File: config.mk
export PLATFORM = sky130hd
export DESIGN_NAME = cdb_arbiter
export DESIGN_NICKNAME = d
export VERILOG_FILES = /design/src/rtl/cdb_pkg.sv /design/src/rtl/cdb_fifo.sv /design/src/rtl/cdb_arbiter.sv
export SDC_FILE = /design/constraint.sdc
export NUM_CORES = 1
export LEC_CHECK = 0
export CAP_MARGIN = 30
export CORE_MARGIN = 3
export CORE_UTILIZATION = 57
export DETAILED_ROUTE_END_ITERATION = 8
export GPL_TIMING_DRIVEN = 1
export PLACE_DENSITY = 0.95
export SLEW_MARGIN = 20
export SYNTH_ARGS = -nofsm -noshare
export SYNTH_HDL_FRONTEND = slang
export SYNTH_HIERARCHICAL = 1
export SYNTH_SLANG_ARGS = --single-unit
File: constraint.sdc
create_clock -name clk -period 10.6 [get_ports clk]
set_input_delay 2.65 -clock clk [delete_from_list [all_inputs] [get_ports clk]]
set_output_delay 2.65 -clock clk [all_outputs]
set_load 0.01 [all_outputs]
File: src/rtl/cdb_pkg.sv
// Shared types and constants for the common-data-bus arbiter.
package cdb_pkg;

  localparam int TAG_W_DEF  = 3;
  localparam int DATA_W_DEF = 32;

  localparam logic SRC_ALU = 1'b0;
  localparam logic SRC_MEM = 1'b1;

  localparam logic [TAG_W_DEF-1:0] TAG_NONE = '0;

  typedef struct packed {
    logic [TAG_W_DEF-1:0]  tag;
    logic [DATA_W_DEF-1:0] data;
  } cdb_entry_t;

endpackage

File: src/rtl/cdb_fifo.sv
// Small per-source result FIFO: head/tail pointers wrapping modulo DEPTH, a
// registered count, and a synchronous clear used for mispredict flush.
module cdb_fifo
  import cdb_pkg::*;
#(
  parameter int DEPTH = 2,
  parameter int W     = $bits(cdb_entry_t)
) (
  input  logic                       clk,
  input  logic                       rst_n,
  input  logic                       clear,
  input  logic                       push,
  input  logic [W-1:0]               push_data,
  input  logic                       pop,
  output logic [W-1:0]               head,
  output logic [$clog2(DEPTH+1)-1:0] count,
  output logic                       full,
  output logic                       empty
);

  localparam int CNT_W = $clog2(DEPTH+1);
  localparam int PTR_W = (DEPTH > 1) ? $clog2(DEPTH) : 1;
  localparam logic [PTR_W-1:0] PTR_LAST = PTR_W'(DEPTH - 1);
  localparam logic [CNT_W-1:0] CNT_FULL = CNT_W'(DEPTH);

  logic [W-1:0]     storage [DEPTH];
  logic [PTR_W-1:0] head_ptr;
  logic [PTR_W-1:0] tail_ptr;
  logic             do_push;
  logic             do_pop;

  function automatic logic [PTR_W-1:0] next_ptr(input logic [PTR_W-1:0] p);
    return (p == PTR_LAST) ? '0 : p + 1'b1;
  endfunction

  assign full    = (count == CNT_FULL);
  assign empty   = (count == '0);
  assign do_push = push && !full;
  assign do_pop  = pop && !empty;
  assign head    = storage[head_ptr];

  always_ff @(posedge clk) begin
    if (!rst_n || clear) begin
      head_ptr <= '0;
      tail_ptr <= '0;
      count    <= '0;
    end else begin
      if (do_push) tail_ptr <= next_ptr(tail_ptr);
      if (do_pop)  head_ptr <= next_ptr(head_ptr);
      case ({do_push, do_pop})
        2'b10:   count <= count + 1'b1;
        2'b01:   count <= count - 1'b1;
        default: count <= count;
      endcase
    end
  end

  // Payload storage carries no reset; only the pointers define validity.
  always_ff @(posedge clk) begin
    if (rst_n && !clear && do_push) storage[tail_ptr] <= push_data;
  end

endmodule

File: src/rtl/cdb_arbiter.sv
// CDB arbiter: two source FIFOs (ALU, memory), one registered broadcast per cycle.
// Define CDB_RR_EN for round-robin arbitration; default is fixed memory-over-ALU.
module cdb_arbiter
  import cdb_pkg::*;
#(
  parameter int TAG_W  = TAG_W_DEF,
  parameter int DATA_W = DATA_W_DEF,
  parameter int DEPTH  = 2
) (
  input  logic              clk,
  input  logic              rst_n,
  input  logic              flush,
  input  logic              alu_valid,
  output logic              alu_ready,
  input  logic [TAG_W-1:0]  alu_tag,
  input  logic [DATA_W-1:0] alu_data,
  input  logic              mem_valid,
  output logic              mem_ready,
  input  logic [TAG_W-1:0]  mem_tag,
  input  logic [DATA_W-1:0] mem_data,
  output logic              cdb_valid,
  output logic [TAG_W-1:0]  cdb_tag,
  output logic [DATA_W-1:0] cdb_data,
  output logic              cdb_src
);

  // Handshake: a source transfers on a rising edge where valid && ready; ready
  // depends only on rst_n, flush and the registered FIFO count, never on valid.

  localparam int ENTRY_W = TAG_W + DATA_W;
  localparam int CNT_W   = $clog2(DEPTH+1);
  localparam logic [CNT_W-1:0] CNT_DEPTH = CNT_W'(DEPTH);
  localparam logic [TAG_W-1:0] NO_TAG    = TAG_W'(TAG_NONE);

  logic               alu_push, mem_push;
  logic               alu_pop, mem_pop;
  logic               alu_full, mem_full;
  logic               alu_empty, mem_empty;
  logic [CNT_W-1:0]   alu_count, mem_count;
  logic [ENTRY_W-1:0] alu_head, mem_head, win_head;

  assign alu_ready = rst_n && !flush && (alu_count < CNT_DEPTH);
  assign mem_ready = rst_n && !flush && (mem_count < CNT_DEPTH);

  // Tag-0 results are consumed by the handshake but never stored.
  assign alu_push = alu_valid && alu_ready && !alu_full && (alu_tag != NO_TAG);
  assign mem_push = mem_valid && mem_ready && !mem_full && (mem_tag != NO_TAG);

  cdb_fifo #(.DEPTH(DEPTH), .W(ENTRY_W)) u_alu_fifo (
    .clk       (clk),
    .rst_n     (rst_n),
    .clear     (flush),
    .push      (alu_push),
    .push_data ({alu_tag, alu_data}),
    .pop       (alu_pop),
    .head      (alu_head),
    .count     (alu_count),
    .full      (alu_full),
    .empty     (alu_empty)
  );

  cdb_fifo #(.DEPTH(DEPTH), .W(ENTRY_W)) u_mem_fifo (
    .clk       (clk),
    .rst_n     (rst_n),
    .clear     (flush),
    .push      (mem_push),
    .push_data ({mem_tag, mem_data}),
    .pop       (mem_pop),
    .head      (mem_head),
    .count     (mem_count),
    .full      (mem_full),
    .empty     (mem_empty)
  );

`ifdef CDB_RR_EN
  logic last_grant;

  always_ff @(posedge clk) begin
    if (!rst_n || flush) begin
      last_grant <= SRC_MEM;
    end else if (alu_pop) begin
      last_grant <= SRC_ALU;
    end else if (mem_pop) begin
      last_grant <= SRC_MEM;
    end
  end

  always_comb begin
    alu_pop = 1'b0;
    mem_pop = 1'b0;
    if (!alu_empty && !mem_empty) begin
      alu_pop = (last_grant == SRC_MEM);
      mem_pop = (last_grant == SRC_ALU);
    end else begin
      alu_pop = !alu_empty;
      mem_pop = !mem_empty;
    end
  end
`else
  always_comb begin
    alu_pop = 1'b0;
    mem_pop = 1'b0;
    mem_pop = !mem_empty;
    alu_pop = !alu_empty && mem_empty;
  end
`endif

  assign win_head = mem_pop ? mem_head : alu_head;

  // On idle cycles data and source hold; only valid and tag return to zero.
  always_ff @(posedge clk) begin
    if (!rst_n) begin
      cdb_valid <= 1'b0;
      cdb_tag   <= '0;
      cdb_data  <= '0;
      cdb_src   <= SRC_ALU;
    end else if (flush) begin
      cdb_valid <= 1'b0;
      cdb_tag   <= '0;
    end else if (alu_pop || mem_pop) begin
      cdb_valid <= 1'b1;
      cdb_tag   <= win_head[ENTRY_W-1 -: TAG_W];
      cdb_data  <= win_head[DATA_W-1:0];
      cdb_src   <= mem_pop ? SRC_MEM : SRC_ALU;
    end else begin
      cdb_valid <= 1'b0;
      cdb_tag   <= '0;
    end
  end

endmodule
==> impl_metrics.sql, run 1 <==
INSERT INTO impl_metrics (metric_group, metric, value, unit) VALUES
('worst_hold_path', 'hold_path_class', 'flip-flop to flip-flop', ''),
('route', 'via_count', '4451', ''),
('timing', 'fin_crit_sh', '0.699', ''),
('grt', 'grt-ovfl-total', '0', ''),
('timing', 'setup_tns_after_final_layout', '0', 'ps'),
('die', 'io_pins', '114', ''),
('route', 'routed_wire_length_per_instance', '22.4', 'µm'),
('cts', 'cts_inserted_buffers', '17', ''),
('pwr', 'power.net_switching', '306', 'µW'),
('yosys', 'yosys.cell_count.top_type', 'sky130_fd_sc_hd__edfxtp_1', ''),
('worst_setup_path', 'worst-endpoint-arrival', '4760', 'ps'),
('yosys', 'synth_seq_area_share', '0.692', ''),
('yosys', 'synth_top_area_cell', 'sky130_fd_sc_hd__edfxtp_1', ''),
('grt', 'grt_antenna_before_repair', '0', ''),
('cts', 'tritoncts', 'yes', ''),
('placement', 'detailed_place_hpwl', '10100', 'µm'),
('route', 'wl', '16700', 'µm'),
('die', 'die_w', '120', 'µm'),
('grt', 'grt_first_pass_wirelength', '25300', 'µm'),
('cts', 'cts_repair_resize_count', '0', ''),
('yosys', 'syn-cell-area', '7430', 'µm²'),
('route', 'detail_route.first_pass.iterations', '5', ''),
('yosys', 'postSynthNetCount', '524', ''),
('worst_setup_path', 'critPathCaptureType', 'primary output', ''),
('layout', 'final_net_count', '638', ''),
('yosys', 'synthCells', '447', ''),
('yosys', 'synth_area_per_cell', '16.6', 'µm²'),
('grt', 'grt_max_degree', '37', ''),
('layout', 'fillers', '727', ''),
('cts', 'worst_skew_pair.late_latency', '430', 'ps'),
('grt', 'grt.total_usage', '0.235', ''),
('route', 'drc', '0', ''),
('die', 'core_region_area', '12700', 'µm²'),
('timing', 'final.min_clock_period', '7410', 'ps'),
('yosys', 'synth_common_cells', '140 x sky130_fd_sc_hd__edfxtp_1, 70 x sky130_fd_sc_hd__mux2_2, 47 x sky130_fd_sc_hd__dfxtp_1', ''),
('timing', 'max_slew.worst_pin.slew', '959', 'ps'),
('pwr', 'power.sequential.fraction', '0.522', ''),
('die', 'initial_utilization', '0.586', ''),
('die', 'design.die.area', '14400', 'µm²'),
('pwr', 'irDropWorstVdd', '0.141', 'mV'),
('cts', 'setup_fix_buffers_added_after_clock_tree_synthesis', '0', ''),
('pwr', 'sw_frac_of_total', '0.201', ''),
('worst_setup_path', 'cp.required', '7950', 'ps'),
('pwr', 'power.internal', '1220', 'µW'),
('status', 'outcome', 'complete, no violations', ''),
('die', 'placementRows', '41', ''),
('layout', 'antenna-diode-count', '0', ''),
('worst_setup_path', 'worstSetupPathType', 'primary input to primary output', ''),
('route', 'vias_per_cell', '5.97', ''),
('route', 'drtAntennaViolNets', '0', ''),
('pwr', 'power.clock.fraction', '0.430', ''),
('layout', 'areaGrowthSynthToFinish', '25.8', '%'),
('yosys', 'netlist-cell-type-count', '29', ''),
('pwr', 'leakage', '0.00324', 'µW'),
('yosys', 'synth.yosys.warnings', '6', ''),
('cts', 'ctsHtreeMaxLevel', '4', ''),
('cts', 'clk_transition_reported_paths', '70', 'ps'),
('cts', 'cts-hold-fix-buffers', '0', ''),
('route', 'drt_first_iter_violations', '309', ''),
('placement', 'gpl.final_weighted_congestion', '0.827', ''),
('timing', 'grt_setup_unrepaired', 'no', ''),
('pwr', 'p_comb_frac', '0.048', ''),
('layout', 'layout-drive-gt1-share', '0.256', ''),
('flow_run', 'maxCapViolations', '0', ''),
('timing', 'final_hold_viol_count', '0', ''),
('cts', 'numClockSinks', '187', ''),
('grt', 'first_global_vias', '4721', ''),
('cts', 'ctsLongestPathBuffers', '2', ''),
('pwr', 'power.density_cell_area', '163', 'nW/µm²'),
('timing', 'skew', '7.35', 'ps'),
('yosys', 'synth_top_cells_by_area', 'sky130_fd_sc_hd__edfxtp_1 57%, sky130_fd_sc_hd__dfxtp_1 13%, sky130_fd_sc_hd__mux2_2 11%', '');
[cell families after synthesis]
family                     synth area share
adders and majority gates           0.00337
DFF                                   0.692
AOI/OAI and AO/OA                    0.0744
buffers and inverters                0.0279
xor gates and xnor gates            0.00707
and+or+nand+nor                      0.0416
muxes                                 0.153
[metrics by stage]
step	setup WS, ps	cell area [µm²]	instances	hold WS, ps	total power [µW]
finish	3190	9350	746	492	1520
global route	3110	9350	746	517	1560
CTS	3210	9330	745	487	1530
detailed placement	3270	8710	713	465	882
global placement	3180	8670	711	468	876
floorplan	4130	7430	447	481	837
[worst max-delay path: stages]
cell                              delay (ps)
sky130_fd_sc_hd__buf_2                   570
sky130_fd_sc_hd__nand2b_2                540
sky130_fd_sc_hd__buf_16                  330
sky130_fd_sc_hd__nor2_1                  110
sky130_fd_sc_hd__clkdlybuf4s50_1         550
[cell type report]
| type | instances | area [µm²] | area share |
|---|---|---|---|
| clock buffer | 19 | 454 | 0.0486 |
| clock inverter | 13 | 163 | 0.0174 |
| inverter | 5 | 18.8 | 0.00201 |
| multi-input combinational | 228 | 2120 | 0.227 |
| sequential | 187 | 5150 | 0.551 |
| tap | 172 | 215 | 0.0230 |
| timing repair buffer | 122 | 1230 | 0.131 |
[placed cells by master, fill, tap and decap left out, types with 2 or more instances in the layout]
cell type and n:
sky130_fd_sc_hd__xor2_1 2, sky130_fd_sc_hd__mux2_2 70, sky130_fd_sc_hd__inv_1 5, sky130_fd_sc_hd__a21oi_1 4, sky130_fd_sc_hd__inv_6 3, sky130_fd_sc_hd__nor4_1 2
sky130_fd_sc_hd__clkbuf_16 18, sky130_fd_sc_hd__nor3_2 4, sky130_fd_sc_hd__clkinv_4 2, sky130_fd_sc_hd__or3_1 2, sky130_fd_sc_hd__o21a_1 2, sky130_fd_sc_hd__clkinvlp_4 2
sky130_fd_sc_hd__nor2_1 11, sky130_fd_sc_hd__clkdlybuf4s50_1 112, sky130_fd_sc_hd__edfxtp_1 140, sky130_fd_sc_hd__dfxtp_1 45, sky130_fd_sc_hd__buf_4 7, sky130_fd_sc_hd__nand3_1 2
sky130_fd_sc_hd__bufinv_16 3, sky130_fd_sc_hd__o21ai_0 3, sky130_fd_sc_hd__o32ai_2 26, sky130_fd_sc_hd__dfxtp_2 2, sky130_fd_sc_hd__ha_1 2, sky130_fd_sc_hd__mux2i_1 35
sky130_fd_sc_hd__o32ai_1 6, sky130_fd_sc_hd__nand2b_1 6, sky130_fd_sc_hd__nor3_1 5, sky130_fd_sc_hd__a21o_1 2, sky130_fd_sc_hd__clkinv_2 2, sky130_fd_sc_hd__nand2_1 34
sky130_fd_sc_hd__xnor2_1 4
[power groups by stage]
stage          Combinational, µW  Sequential [µW]  Clock [µW]
6_report                    73.8              795         655
5_1_grt                     77.4              794         690
4_1_cts                     72.5              794         661
3_5_place_dp                71.2              810           0
3_3_place_gp                66.4              810           0
2_1_floorplan               25.6              811           0
[per-layer routing]
metal	vias to the layer above	share of wire
met1	2225	0.39
met2	236	0.50
met3	46	0.081
li1	1944	-
met5	-	0
met4	0	0.030
[registers in the layout (all words and copies together), names as in the netlist, named ones only]
register and count:
u_mem_fifo/tail_ptr 1, u_alu_fifo/tail_ptr 1, cdb_valid 1, cdb_data 32, u_mem_fifo/storage 70, u_mem_fifo/head_ptr 1
u_alu_fifo/count 2, cdb_tag 3, cdb_src 1, u_mem_fifo/count 2, u_alu_fifo/storage 70, u_alu_fifo/head_ptr 1
[worst paths after layout]
kind	slack, ps	start	depth (start not counted)	to
max	3190	rst_n	5	alu_ready
min reg2reg	490	cdb_data[25]$_SDFFE_PN0P_	2	cdb_data[25]$_SDFFE_PN0P_
min	490	cdb_data[25]$_SDFFE_PN0P_	2	cdb_data[25]$_SDFFE_PN0P_
max reg2reg	7750	u_mem_fifo/count[0]$_SDFFE_PP0P_	7	u_mem_fifo/storage[0][15]$_DFFE_PP_
(Power assumes the default switching activity.)
==> run 2: changes to the inputs <==
--- a/config.mk
+++ b/config.mk
@@ -7,10 +7,10 @@
 export LEC_CHECK = 0
 export CAP_MARGIN = 30
 export CORE_MARGIN = 3
-export CORE_UTILIZATION = 57
+export CORE_UTILIZATION = 48
 export DETAILED_ROUTE_END_ITERATION = 8
 export GPL_TIMING_DRIVEN = 1
-export PLACE_DENSITY = 0.95
+export PLACE_DENSITY = 0.86
 export SLEW_MARGIN = 20
 export SYNTH_ARGS = -nofsm -noshare
 export SYNTH_HDL_FRONTEND = slang
==> constraint.sdc (replaced) <==
create_clock -name clk -period 6.18 [get_ports clk]
set_input_delay 1.545 -clock clk [delete_from_list [all_inputs] [get_ports clk]]
set_output_delay 1.545 -clock clk [all_outputs]
set_load 0.01 [all_outputs]
==> run 2 against run 1 <==
  * Global-route usage decreased by 3.5 points
  * Cell count grew 1.7%
  * Hold slack worse by 10 ps
  * Design area down 0.52%
  * Clock power is 59% higher
  * Critical path depth decreased by 1
  * Register-to-register slack got worse by 4400 ps
  * Setup slack got worse by 1500 ps
  * First-iteration DRC count is 9.7% higher
  * Total power rose by 66%
  * Flip-flop and latch count did not move
  * Count of clock-buffer cells in the layout grew 6
  * Critical endpoint is now mem_ready
  * Largest cell class unchanged
==> impl_metrics.sql, run 2 (synthesis gave the netlist of run 1 again) <==
INSERT INTO impl_metrics (metric_group, metric, value, unit) VALUES
('placement', 'detailed_place_hpwl', '10300', 'µm'),
('route', 'drt_first_iter_violations', '339', ''),
('layout', 'final_design_area_no_fill', '9300', 'µm²'),
('grt', 'grt_max_degree', '39', ''),
('route', 'detail_route.first_pass.iterations', '7', ''),
('grt', 'grt_use_met2', '0.354', ''),
('timing', 'timing.hold.ws', '482', 'ps'),
('worst_hold_path', 'hold_path_class', 'flip-flop to flip-flop', ''),
('worst_setup_path', 'cp.required', '4640', 'ps'),
('die', 'io_pins', '114', ''),
('layout', 'areaGrowthSynthToFinish', '25.1', '%'),
('cts', 'setup_fix_buffers_added_after_clock_tree_synthesis', '0', ''),
('pwr', 'irDropWorstVdd', '0.238', 'mV'),
('pwr', 'power.density_cell_area', '272', 'nW/µm²'),
('die', 'placementRows', '44', ''),
('grt', 'grt_most_used_layer', 'met2', ''),
('cts', 'cts-hold-fix-buffers', '0', ''),
('placement', 'io_buffers', '113', ''),
('layout', 'final_net_count', '639', ''),
('timing', 'achievable-frequency', '221', 'MHz'),
('route', 'drtAntennaViolNets', '0', ''),
('timing', 'slew_hr', '0.371', ''),
('die', 'core_region_area', '14900', 'µm²'),
('die', 'initial_utilization', '0.500', ''),
('grt', 'grt_first_pass_wirelength', '25200', 'µm'),
('timing', 'final-max-slew-violation-count', '0', ''),
('route', 'drc', '0', ''),
('route', 'wl', '16300', 'µm'),
('timing', 'final.min_clock_period', '4530', 'ps'),
('worst_setup_path', 'worstRegToRegCells', '9', ''),
('status', 'outcome', 'complete, no violations', ''),
('worst_setup_path', 'worstPathMaxFanout', '6', ''),
('cts', 'clk_transition_reported_paths', '60', 'ps'),
('grt', 'grt.met3_usage', '0.0492', ''),
('worst_setup_path', 'critPathCaptureType', 'primary output', ''),
('placement', 'pre_cts_ws', '1670', 'ps'),
('worst_setup_path', 'worstSetupPathType', 'primary input to primary output', ''),
('die', 'die_w', '130', 'µm'),
('layout', 'antenna-diode-count', '0', ''),
('layout', 'finish.utilization', '0.625', ''),
('layout', 'mostFrequentLayoutCells', '140 x sky130_fd_sc_hd__edfxtp_1, 112 x sky130_fd_sc_hd__clkdlybuf4s50_1, 70 x sky130_fd_sc_hd__mux2_2', ''),
('cts', 'ctsRootBufferMaster', 'sky130_fd_sc_hd__clkbuf_16', ''),
('layout', 'layout-drive-gt1-share', '0.250', ''),
('cts', 'cts_inserted_buffers', '17', ''),
('layout', 'top_flop_regs', 'u_alu_fifo/storage (70), u_mem_fifo/storage (70), cdb_data (32)', ''),
('route', 'vias_per_cell', '5.60', ''),
('route', 'routed_wire_length_per_instance', '21.5', 'µm'),
('die', 'design.die.area', '17000', 'µm²'),
('worst_setup_path', 'worst-endpoint-arrival', '2980', 'ps'),
('pwr', 'leakage', '0.00321', 'µW'),
('cts', 'ctsHtreeMaxLevel', '4', ''),
('cts', 'worst_skew_pair.late_latency', '420', 'ps'),
('timing', 'fin_crit_sh', '0.733', ''),
('die', 'die_h', '130', 'µm'),
('grt', 'grt.total_usage', '0.200', ''),
('timing', 'grt_setup_unrepaired', 'no', ''),
('cts', 'tritoncts', 'yes', ''),
('grt', 'grt_antenna_before_repair', '0', ''),
('layout', 'layout.cells.most_common', 'sky130_fd_sc_hd__edfxtp_1', ''),
('worst_hold_path', 'whs_path_depth', '2', ''),
('timing', 'skew', '5.79', 'ps'),
('timing', 'final-setup-viol-count', '0', ''),
('layout', 'fillers', '1051', ''),
('grt', 'first_global_vias', '4637', ''),
('cts', 'cts_repair_resize_count', '0', ''),
('placement', 'gpl.final_weighted_congestion', '0.767', ''),
('timing', 'setup_tns_after_final_layout', '0', 'ps'),
('timing', 'final_hold_viol_count', '0', ''),
('timing', 'layout_setup_ws', '1650', 'ps'),
('route', 'via_count', '4253', ''),
('flow_run', 'maxCapViolations', '0', ''),
('grt', 'grt_met1_use', '0.243', ''),
('cts', 'numClockSinks', '187', ''),
('worst_setup_path', 'worstSetupStartpointType', 'primary input', ''),
('grt', 'grt-ovfl-total', '0', ''),
('timing', 'max_slew.worst_pin.slew', '943', 'ps'),
('cts', 'ctsLongestPathBuffers', '2', ''),
('placement', 'postPlaceCellArea', '8710', 'µm²');
[run 2: stage by stage]
stage          total power [µW]  cells
3_5_place_dp               1510    726
3_3_place_gp               1510    726
5_1_grt                    2600    759
4_1_cts                    2540    758
6_report                   2530    759
2_1_floorplan              1440    447
[run 2: power breakdown]
part | switching (µW) | total (µW) | leakage, µW | internal (µW)
sequential | 4.94 | 1360 | 0.00164 | 1360
clock | 424 | 1040 | 0.000271 | 615
combinational | 58.9 | 125 | 0.00130 | 66.3
[run 2: cell type report]
cell class / count / area, µm² / area share
clock buffer: 25 / 475 / 0.0511
clock inverter: 7 / 90.1 / 0.00969
inverter: 5 / 18.8 / 0.00202
multi-input combinational: 228 / 2120 / 0.228
sequential: 187 / 5150 / 0.554
tap: 184 / 230 / 0.0248
timing repair buffer: 123 / 1210 / 0.131
[run 2: worst paths after layout]
| path | startpoint | to | slack [ps] |
|---|---|---|---|
| setup / recovery | flush | mem_ready | 1650 |
| hold / removal | cdb_data[29]$_SDFFE_PN0P_ | cdb_data[29]$_SDFFE_PN0P_ | 480 |
| setup reg to reg | u_mem_fifo/count[0]$_SDFFE_PP0P_ | u_mem_fifo/count[1]$_SDFFE_PP0P_ | 3390 |
| hold reg to reg | cdb_data[29]$_SDFFE_PN0P_ | cdb_data[29]$_SDFFE_PN0P_ | 480 |
[run 2: worst max-delay path, stage by stage]
cell,delay (ps)
sky130_fd_sc_hd__clkdlybuf4s50_1,510
sky130_fd_sc_hd__nand2b_2,250
sky130_fd_sc_hd__nor2_1,130
sky130_fd_sc_hd__clkdlybuf4s50_1,550
[run 2: layer usage]
| metal | wire length (µm) | vias up | share of wire |
|---|---|---|---|
| met1 | 6660 | 2123 | 0.41 |
| met5 | 0 | - | 0 |
| li1 | - | 1943 | - |
| met4 | 257 | 0 | 0.016 |
| met3 | 927 | 25 | 0.057 |
| met2 | 8500 | 162 | 0.52 |
